## src/rtl/TauCfg.sv

```systemverilog
// rtl/TauCfg.sv - shared work-offset width and grid dimensionality defaults
package TauCfg;
  localparam int WORK_BW = 16;
  localparam int VDIM    = 2;
endpackage

```

## src/rtl/block_dispatch_ctrl.sv

```systemverilog
// rtl/block_dispatch_ctrl.sv - walks a job's block grid, issuing offsets under an in-flight cap
module block_dispatch_ctrl #(
  parameter  int WBW     = TauCfg::WORK_BW,
  parameter  int VDIM    = TauCfg::VDIM,
  parameter  int MAX_OUT = 4,
  localparam int OBW     = $clog2(MAX_OUT + 1)
) (
  input  logic                     i_clk,
  input  logic                     i_rst,
  input  logic                     job_rdy,
  output logic                     job_ack,
  input  logic [VDIM-1:0][WBW-1:0] i_bgrid_step,
  input  logic [VDIM-1:0][WBW-1:0] i_bgrid_end,
  output logic                     blk_rdy,
  input  logic                     blk_ack,
  output logic [VDIM-1:0][WBW-1:0] o_bofs,
  input  logic                     blkdone_dval,
  output logic                     done_dval,
  output logic                     o_busy,
  output logic [OBW-1:0]           o_outstanding,
  output logic                     o_err
);

  typedef enum logic [1:0] {IDLE, ISSUE, DRAIN} state_e;

  state_e                   state_q, state_d;
  logic [VDIM-1:0][WBW-1:0] step_q, end_q, bofs_q, bofs_d, next_ofs;
  logic [OBW-1:0]           outs_q, outs_d;
  logic                     err_q, err_d;
  logic                     zero_job, last_blk, carry, blk_hs;
  logic [WBW-1:0]           step_eff;
  logic [WBW:0]             sum;

  always_comb begin
    zero_job = 1'b0;
    for (int i = 0; i < VDIM; i++) begin
      if (end_q[i] == '0) zero_job = 1'b1;
    end
  end

  // Odometer increment; the extra sum bit keeps a near-max offset from aliasing below end.
  always_comb begin
    next_ofs = bofs_q;
    carry    = 1'b1;
    step_eff = '0;
    sum      = '0;
    for (int i = VDIM - 1; i >= 0; i--) begin
      if (carry) begin
        step_eff = (step_q[i] == '0) ? WBW'(1) : step_q[i];
        sum      = {1'b0, bofs_q[i]} + {1'b0, step_eff};
        if (sum >= {1'b0, end_q[i]}) begin
          next_ofs[i] = '0;
        end else begin
          next_ofs[i] = sum[WBW-1:0];
          carry       = 1'b0;
        end
      end
    end
    last_blk = carry;
  end

  always_comb begin
    state_d   = state_q;
    bofs_d    = bofs_q;
    outs_d    = outs_q;
    err_d     = err_q;
    job_ack   = 1'b0;
    blk_rdy   = 1'b0;
    done_dval = 1'b0;
    case (state_q)
      IDLE: begin
        job_ack = job_rdy && !i_rst;
        if (job_rdy) begin
          state_d = ISSUE;
          bofs_d  = '0;
        end
      end
      ISSUE: begin
        if (zero_job) begin
          state_d = DRAIN;
        end else begin
          blk_rdy = (outs_q < OBW'(MAX_OUT));
          if (blk_rdy && blk_ack) begin
            bofs_d = next_ofs;
            if (last_blk) state_d = DRAIN;
          end
        end
      end
      DRAIN: begin
        if (outs_q == '0) begin
          done_dval = 1'b1;
          state_d   = IDLE;
        end
      end
      default: state_d = IDLE;
    endcase

    blk_hs = blk_rdy && blk_ack;
    if (blk_hs && !blkdone_dval) begin
      outs_d = outs_q + 1'b1;
    end else if (!blk_hs && blkdone_dval) begin
      if (outs_q == '0) err_d = 1'b1;
      else              outs_d = outs_q - 1'b1;
    end
  end

  always_ff @(posedge i_clk) begin
    if (i_rst) begin
      state_q <= IDLE;
      bofs_q  <= '0;
      outs_q  <= '0;
      err_q   <= 1'b0;
      step_q  <= '0;
      end_q   <= '0;
    end else begin
      state_q <= state_d;
      bofs_q  <= bofs_d;
      outs_q  <= outs_d;
      err_q   <= err_d;
      if (job_ack) begin
        step_q <= i_bgrid_step;
        end_q  <= i_bgrid_end;
      end
    end
  end

  assign o_bofs        = bofs_q;
  assign o_busy        = (state_q != IDLE);
  assign o_outstanding = outs_q;
  assign o_err         = err_q;

endmodule

```

## config.mk

```make
export PLATFORM = sky130hd
export DESIGN_NAME = block_dispatch_ctrl
export DESIGN_NICKNAME = d
export VERILOG_FILES = /design/src/rtl/TauCfg.sv /design/src/rtl/block_dispatch_ctrl.sv
export SDC_FILE = /design/constraint.sdc
export NUM_CORES = 1
export LEC_CHECK = 0
export CORE_UTILIZATION = 40
export DETAILED_ROUTE_END_ITERATION = 10
export GPL_TIMING_DRIVEN = 0
export PLACE_DENSITY = 0.72
export SYNTH_ARGS = -nofsm -noshare
export SYNTH_HDL_FRONTEND = slang
export SYNTH_SLANG_ARGS = --single-unit
```

## constraint.sdc

```tcl
create_clock -name i_clk -period 5.7 [get_ports i_clk]
set_input_delay 1.14 -clock i_clk [delete_from_list [all_inputs] [get_ports i_clk]]
set_output_delay 1.14 -clock i_clk [all_outputs]
set_load 0.005 [all_outputs]
```

# [Word level (Yosys, flattened, before mapping)]
# Index checks and enable logic that the tools add are counted.
[word_totals] register_bits=102 latch_bits=0 mem_bits_rw=0 romBits=0 word_cells=77 n_memories=0
[classes] add_sub_neg=4 n_mul=0 n_div=0 order_cmp=3 n_eq_ne=10 shift=0 n_mux=28 n_bitwise=1 n_reduce_logical=22
[op_table] operator="$mux 32" count=3
[op_table] operator="$mux 16" count=5
[op_table] operator="$logic_not 16->1" count=4
[op_table] operator="$pmux 32 s2" count=1
[op_table] operator="$add 16x16->17" count=2
[op_table] operator="$ge 17x16->1" count=2
[op_table] operator="$mux 1" count=10
[op_table] operator="$mux 2" count=5
[op_table] operator="$ne 2x2->1 const B" count=5
[op_table] operator="$mux 3" count=3
[op_table] operator="$reduce_and 4->1" count=2
[op_table] operator="$ne 3x3->1 const B" count=2
[op_table] operator="$pmux 2 s3" count=1
[op_table] operator="$reduce_bool 2->1" count=3
[op_table] operator="$logic_and 1x1->1" count=5
[op_table] operator="$reduce_and 5->1" count=1
[op_table] operator="$add 3x1->3 const B" count=1
[op_table] operator="$logic_not 1->1" count=3
[op_table] operator="$logic_not 3->1" count=1
[op_table] operator="$lt 3x3->1 const B" count=1
[op_table] operator="$reduce_and 3->1" count=1
[op_table] operator="$sub 3x1->3 const B" count=1
[op_table] operator="$eq 2x1->1 const B" count=1
[op_table] operator="$eq 2x2->1 const B" count=1
[op_table] operator="4 further kinds" count=4

# [Depth between registers and ports, before layout]
# Gate-level depths: netlist of the first run.
[depth] ltp_word=10 ltp_mapped=22 ltp_nobuf=20

# [Worst setup path before layout of the first run]
# Ideal clock, no wire load.
[synth_path] kind="flip-flop to flip-flop" start="reg step_q[24] in the netlist's numbering" end="reg bofs_q (netlist bit o_bofs[10])" setup_ns=0.070 arrival_ns=4.200 setup_slack_ns=1.430 path_stages_with_launch=23 n_path_buf=2 cell_sequence="dfxtp_1 > nor4_1 > a41o_1 > ha_1 > inv_1 > fa_1 > nor2b_1 > o31a_1 > o21ai_2 > a211oi_2 > o21a_1 > nor2_1 > xnor2_1 > ha_1 > a21o_1 > a2111oi_0 > o211ai_1 > a211oi_4 > nand2b_1 > buf_4 > buf_6 > nand2_1 > a21oi_1"
[synth_via] elab_chain_cells=7
[synth_rtl] item="start: declaration" line_no="block_dispatch_ctrl.sv:27" source="logic [VDIM-1:0][WBW-1:0] step_q, end_q, bofs_q, bofs_d, next_ofs;"
[synth_rtl] item="start signal: assignment" line_no="block_dispatch_ctrl.sv:121" source="step_q <= i_bgrid_step;"
[synth_rtl] item="$logic_not 16->1" line_no="block_dispatch_ctrl.sv:49" source="step_eff = (step_q[i] == '0) ? WBW'(1) : step_q[i];"
[synth_rtl] item="$mux 16 (*)" line_no="block_dispatch_ctrl.sv:49"
[synth_rtl] item="$add 16x16->17 (*)" line_no="block_dispatch_ctrl.sv:50" source="sum = {1'b0, bofs_q[i]} + {1'b0, step_eff};"
[synth_rtl] item="$ge 17x16->1 (*)" line_no="block_dispatch_ctrl.sv:51" source="if (sum >= {1'b0, end_q[i]}) begin"
[synth_rtl] item="$mux 1 (*)" line_no="block_dispatch_ctrl.sv:51"
[synth_rtl] item="$ne 2x2->1 (no source line) (*)"
[synth_rtl] item="$reduce_and 5->1 (no source line) (*)"
[synth_rtl] item="end signal: assignment" line_no="block_dispatch_ctrl.sv:117" source="bofs_q <= bofs_d;"
[synth_rtl] item="end: declaration" line_no="block_dispatch_ctrl.sv:27"
# Every way passes the cells marked *; elsewhere a longest branch is shown, timed or not.
# A chain may end at the register's enable or synchronous reset.

# [Final worst setup path of the first run]
[layout_path] start="reg step_q[24] in the netlist's numbering" end="reg bofs_q (netlist bit o_bofs[7])"
# Same word-level chain as after synthesis.

==> impl_metrics.yaml, run 1 <==
timing:
  timing.hold.ws_ps: 473
  report.final.hold_viol_count: 0
  final-setup-viol-count: 0
  worst_max_slew_margin_expressed_relative_to_the_limit_pct: 53.1
  final.setup_skew_ps: 12.1
  maxClockFrequency_ghz: 0.196
  timing.setup.tns_ps: 0
  slew_violations: 0
  worst_slew_pin_slew_ps: 695
  rsz0062_at_grt: "no"
  final.period_utilization_pct: 89.4
  fin_crit_ps: 5100
synth:
  synth_most_common_cell: "nand2_1"
  synth_sequential_area_ratio_pct: 33.4
  ys_top_cells_by_count: "nand2_1 (180), a21oi_1 (124), dfxtp_1 (102)"
  synth.cell_area_mm2: 0.00611
  synth-seq-cells: 102
  average_instance_area_after_synthesis_um2: 7.51
  synth-main-ff-cell: "dfxtp_1"
  yosys.cell_types.count: 53
  post_synth_main_area_contributors: "dfxtp_1 (33%), ha_1 (14%), nand2_1 (11%), a21oi_1 (10%), clkbuf_1 (3.3%)"
  synth.top_cell.area_share_pct: 33.4
  synth_top_area_cell: "dfxtp_1"
  synth.yosys.warnings: 0
  post_synthesis_async_set_or_reset_flop_share_pct: 0
  number_of_enable_flip_flop_cells_after_synthesis: 0
  syn_nets: 951
  post_synth_inst_count: 813
global_route:
  global_route.usage.total_pct: 22.0
  grt_pass1_wl_mm: 27.2
  grt_max_degree: 19
  initial_antenna_violation_count: 0
  first_global_vias: 5574
  grt.overflow.total: 0
drt:
  initialDrtViolationCount: 352
  met3_wire_len_um: 934
  totalWireLength_mm: 16.9
  antenna_left: 0
  met2_wirelength_mm: 8.04
  wire_per_inst_um: 15.1
  top_signal_layer_used: "met4"
  vias: 5876
  drc: 7
  drtPass1Iterations: 8
  met1_length_mm: 7.47
  avgViaCountPerCell: 5.24
power:
  irDropWorstVdd_mv: 0.177
  total_leakage_power_nw: 3.02
  power_per_cell_area_mw_per_mm2: 365
floorplanning:
  die-area_mm2: 0.0158
  std_cell_rows: 44
  top_level_ports: 109
  dieHeight_um: 126
  die_span_in_x_um: 126
  placeableCoreArea_mm2: 0.0147
  initial_standard_cell_utilization_of_the_core_pct: 41.5
outcome:
  violations: "design-rule violations"
  status: "finished, violations left"
run:
  maxCapViolCount: 0
worst_setup_path:
  setup.worst_path.end_class: "flip-flop"
  critical_path_arrival_ps: 5380
  startpoint_class_of_the_critical_path: "flip-flop"
  critPathKind: "reg2reg"
  path_max_fanout: 10
  timing.critical_path.required_ps: 5990
  r2r_cells: 21
placement:
  detailedPlacementHpwl_mm: 13.5
  number_of_buffer_cells_added_on_primary_ports: 108
  globalplace.congestion: 0.904
finish:
  fillerInstances: 1439
  post_route_cells_drive_above_1_share_pct: 3.52
  num-nets-final: 1070
  regArea_mm2: 0.00204
  synthToLayoutAreaGrowth_pct: 26.6
  antenna_cells: 0
  multi_input_area_mm2: 0.00361
clock_tree:
  tritoncts: "done"
  clk_latency_ps: 360
  cts.repair_timing.setup_buffer_count: 0
  cts_hold_buffers: 0
  cts-buffers-inserted: 9
  cts.repair.resized: 0
  cts_htree_levels: 3
  max-clock-path-buffers: 2
  clk_transition_reported_paths_ps: 70
  root_buffer: "clkbuf_16"
  cts_num_sinks: 102
hold_path:
  holdCritPathClass: "reg2reg"
  worstHoldPathCells: 2
## registers in the layout, indices dropped and copies added (netlist names)
signal         flops
step_q            32
o_err              1
o_outstanding      3
end_q             32
state_q            2
o_bofs            32
## cells by family after synthesis
kind of cell             synth area share, %
XOR/XNOR                                3.44
buffers and inverters                   7.42
flip-flops                              33.4
AND/OR/NAND/NOR                         22.5
adder cells (fa/ha/maj)                 14.5
AO/OA/AOI/OAI                           18.7
## power by group
group / switching, mW / total, mW / leakage [nW] / internal [mW]
clock network: 0.297 / 0.643 / 0.149 / 0.347
registers: 0.0951 / 0.915 / 0.832 / 0.820
logic: 0.755 / 1.26 / 2.04 / 0.504
## per-stage QoR
stage,total power [mW],util [%],setup WS (ps),cell area (µm²),std cells
global placement,2.16,50.5,720,7420,1105
detailed placement,2.18,50.5,641,7420,1105
global route,3.03,52.6,114,7730,1121
finish,2.82,52.6,604,7730,1121
floorplan,1.76,-,1430,6110,813
CTS,2.83,52.6,586,7730,1121
## final timing paths
kind | from | endpoint | slack (ps)
setup / recovery | step_q[24] | o_bofs[7] | 600
hold reg to reg | step_q[21] | step_q[21] | 470
hold / removal | step_q[21] | step_q[21] | 470
setup reg to reg | step_q[24] | o_bofs[7] | 600
## final cells by class
cell class,count,share of cell area [%]
plain buffers,62,3.24
clock inverters,7,1.10
multi-input cells,595,46.7
clock buffers,9,2.91
well taps,184,2.98
inverters,54,2.62
flip-flops and latches,102,26.4
repair buffers,108,14.0
## routing by layer
metal | vias up | global-route usage [%]
met5 | - | 0
met4 | 0 | 7.68
met3 | 29 | 5.61
met2 | 158 | 37.9
met1 | 2672 | 26.5
li1 | 3017 | -
## critical path: stages (launching register included)
cell and delay [ps]:
dfxtp_1 320, nor4_1 360, a41o_1 240, ha_1 160, inv_1 50, fa_1 400
nor2b_1 200, o31a_1 240, o21ai_2 120, a211oi_2 330, nor2_1 130, ha_1 320
a21oi_1 120, o21ai_0 140, a2111oi_0 560, a21oi_1 210, a211oi_4 440, nand2b_1 160
buf_4 160, buf_6 150, nand2_1 60, a21oi_1 130
## cells in the final DEF, fill, tap and decap left out, drive strengths merged, types with 4 or more instances in the layout
cell type / count
a211oi: 6
a21o: 4
a21oi: 124
a22oi: 4
a31oi: 6
buf: 8
clkbuf: 63
clkdlybuf4s50: 108
clkinv: 4
dfxtp: 102
ha: 66
inv: 55
nand2: 180
nand2b: 5
nand3: 34
nand4: 6
nor2: 36
nor2b: 7
nor3: 9
nor4: 14
o211ai: 5
o21a: 7
o21ai: 13
o21bai: 5
xnor2: 20
xor2: 4
No activity file was read; power rests on OpenSTA's default activity.
==> run 2, diff against run 1 <==
- GPL_ROUTABILITY_DRIVEN: default -> 0
- SLEW_MARGIN: default -> 20
==> results of run 2 <==
Same layout as run 1: the final DEF is identical, and so are final timing and power.
==> run 3, diff against run 2 <==
- DONT_BUFFER_PORTS: default -> 1
- PLACE_DENSITY: 0.72 -> 0.63
==> run 3 against run 2 <==
- the run still ends with design-rule violations left
- register-to-register slack lost 150 ps
- first-iteration DRC count down 20%
- highest routed layer unchanged
- worst hold slack got worse by 1.6 ps
- largest power group unchanged
- flip-flop and latch count did not move
- cell count fell by 9.7%
- critical path depth is the same
- combinational power down 10%
==> impl_metrics.yaml, run 3 (synthesized netlist as in run 1, its figures left out) <==
timing:
  timing.setup.tns_ps: 0
  final.setup_skew_ps: 10.7
  final-setup-viol-count: 0
  final.setup.worst_slack_ps: 459
  worst_slew_pin_slew_ps: 867
  rsz0062_at_grt: "no"
  report.final.hold_viol_count: 0
  maxClockFrequency_ghz: 0.191
  final.period_utilization_pct: 92.0
  fin_crit_ps: 5240
  worst_max_slew_margin_expressed_relative_to_the_limit_pct: 41.5
  slew_violations: 0
finish:
  layout.cell_area.non_filler_mm2: 0.00668
  layout_common_cells: "nand2_1 (180), a21oi_1 (124), dfxtp_1 (102), ha_1 (66)"
  num-nets-final: 962
  antenna_cells: 0
  mostFrequentLayoutCell: "nand2_1"
  post_route_cells_drive_above_1_share_pct: 3.86
  synthToLayoutAreaGrowth_pct: 9.42
floorplanning:
  initial_standard_cell_utilization_of_the_core_pct: 41.5
  die-area_mm2: 0.0158
  die_span_in_x_um: 126
  top_level_ports: 109
  std_cell_rows: 44
  placeableCoreArea_mm2: 0.0147
  dieHeight_um: 126
power:
  power_per_cell_area_mw_per_mm2: 416
  total_leakage_power_nw: 2.64
  irDropWorstVdd_mv: 0.207
  design_power_total_mw: 2.78
outcome:
  violations: "design-rule violations"
  status: "finished, violations left"
drt:
  drc: 2
  antenna_left: 0
  initialDrtViolationCount: 283
  totalWireLength_mm: 16.6
  vias: 5399
  drtPass1Iterations: 8
  wire_per_inst_um: 16.4
  avgViaCountPerCell: 5.33
run:
  maxCapViolCount: 0
worst_setup_path:
  timing.critical_path.required_ps: 5980
  regToRegEndpoint: "o_bofs[5]"
  r2r_cells: 21
  setup.reg_to_reg.worst_slack_ps: 460
  regToRegStartpoint: "step_q[20]"
  startpoint_class_of_the_critical_path: "flip-flop"
  critPathKind: "reg2reg"
  critical_path_arrival_ps: 5520
  path_max_fanout: 10
  endpoint: "o_bofs[5]"
  setup.worst_path.start: "step_q[20]"
  setup.worst_path.end_class: "flip-flop"
placement:
  detailedPlacementHpwl_mm: 13.4
  number_of_buffer_cells_added_on_primary_ports: 0
  dpl-instance-area_mm2: 0.00634
  placement.setup.worst_slack_ps: 594
clock_tree:
  cts_num_sinks: 102
  tritoncts: "done"
  root_buffer: "clkbuf_16"
  cts.repair.resized: 0
  cts.repair_timing.setup_buffer_count: 0
  cts-buffers-inserted: 9
  cts_htree_levels: 3
  max-clock-path-buffers: 2
  clk_latency_ps: 360
  clk_transition_reported_paths_ps: 70
  cts_hold_buffers: 0
global_route:
  grt_pass1_wl_mm: 26.8
  global_route.usage.total_pct: 21.9
  initial_antenna_violation_count: 0
  first_global_vias: 5210
  grt_max_degree: 17
  grt.overflow.total: 0
hold_path:
  holdCritPathClass: "reg2reg"
==> run 3: metal layers <==
layer | track usage (%) | wire length (µm) | part of all wire, %
met5 | 0 | 0 | 0
met4 | 6.89 | 282 | 1.7
met3 | 6.89 | 1110 | 6.7
met2 | 36.9 | 7890 | 47
met1 | 26.4 | 7350 | 44
==> run 3: where the power goes <==
| group | internal [mW] | switching (mW) | total, mW |
|---|---|---|---|
| Clock | 0.441 | 0.281 | 0.722 |
| Combinational | 0.409 | 0.726 | 1.13 |
| Sequential | 0.820 | 0.101 | 0.921 |
==> run 3: final cells by class <==
type | count | area [µm²]
Inverter | 54 | 203
Buffer | 62 | 250
Sequential cell | 102 | 2040
Fill cell | 1522 | 8020
Clock buffer | 10 | 239
Clock inverter | 5 | 106
Multi-Input combinational cell | 595 | 3610
Tap cell | 184 | 230
==> run 3: how the worst min path moves through the flow <==
stage / start / end / slack [ps] / depth (start not counted)
after floorplan: step_q[0] / step_q[0] / 440 / 2
after global placement: step_q[16] / step_q[16] / 450 / 2
after detailed placement: step_q[25] / step_q[25] / 460 / 2
after CTS: step_q[25] / step_q[25] / 470 / 2
after global routing: end_q[11] / end_q[11] / 500 / 2
final: step_q[25] / step_q[25] / 470 / 2
==> run 3: worst max-delay path: stages (launching register included) <==
cell	delay (ps)
dfxtp_1	330
nor4_1	380
a41o_1	270
ha_1	190
inv_1	60
fa_1	390
nor2b_1	190
o31a_1	240
o21ai_2	120
a211oi_2	340
nor2_1	150
ha_1	330
a21oi_1	120
o21ai_0	160
a2111oi_0	580
a21oi_1	230
a211oi_4	430
nand2b_1	160
buf_4	160
buf_6	150
nand2_1	60
a21oi_1	120
==> run 3: stage by stage <==
step	hold WS, ps	utilization (%)	cells
6_report	472	45.5	1012
3_3_place_gp	448	43.1	997
2_1_floorplan	436	-	813
3_5_place_dp	463	43.1	997
5_1_grt	497	45.5	1012
4_1_cts	473	45.5	1012
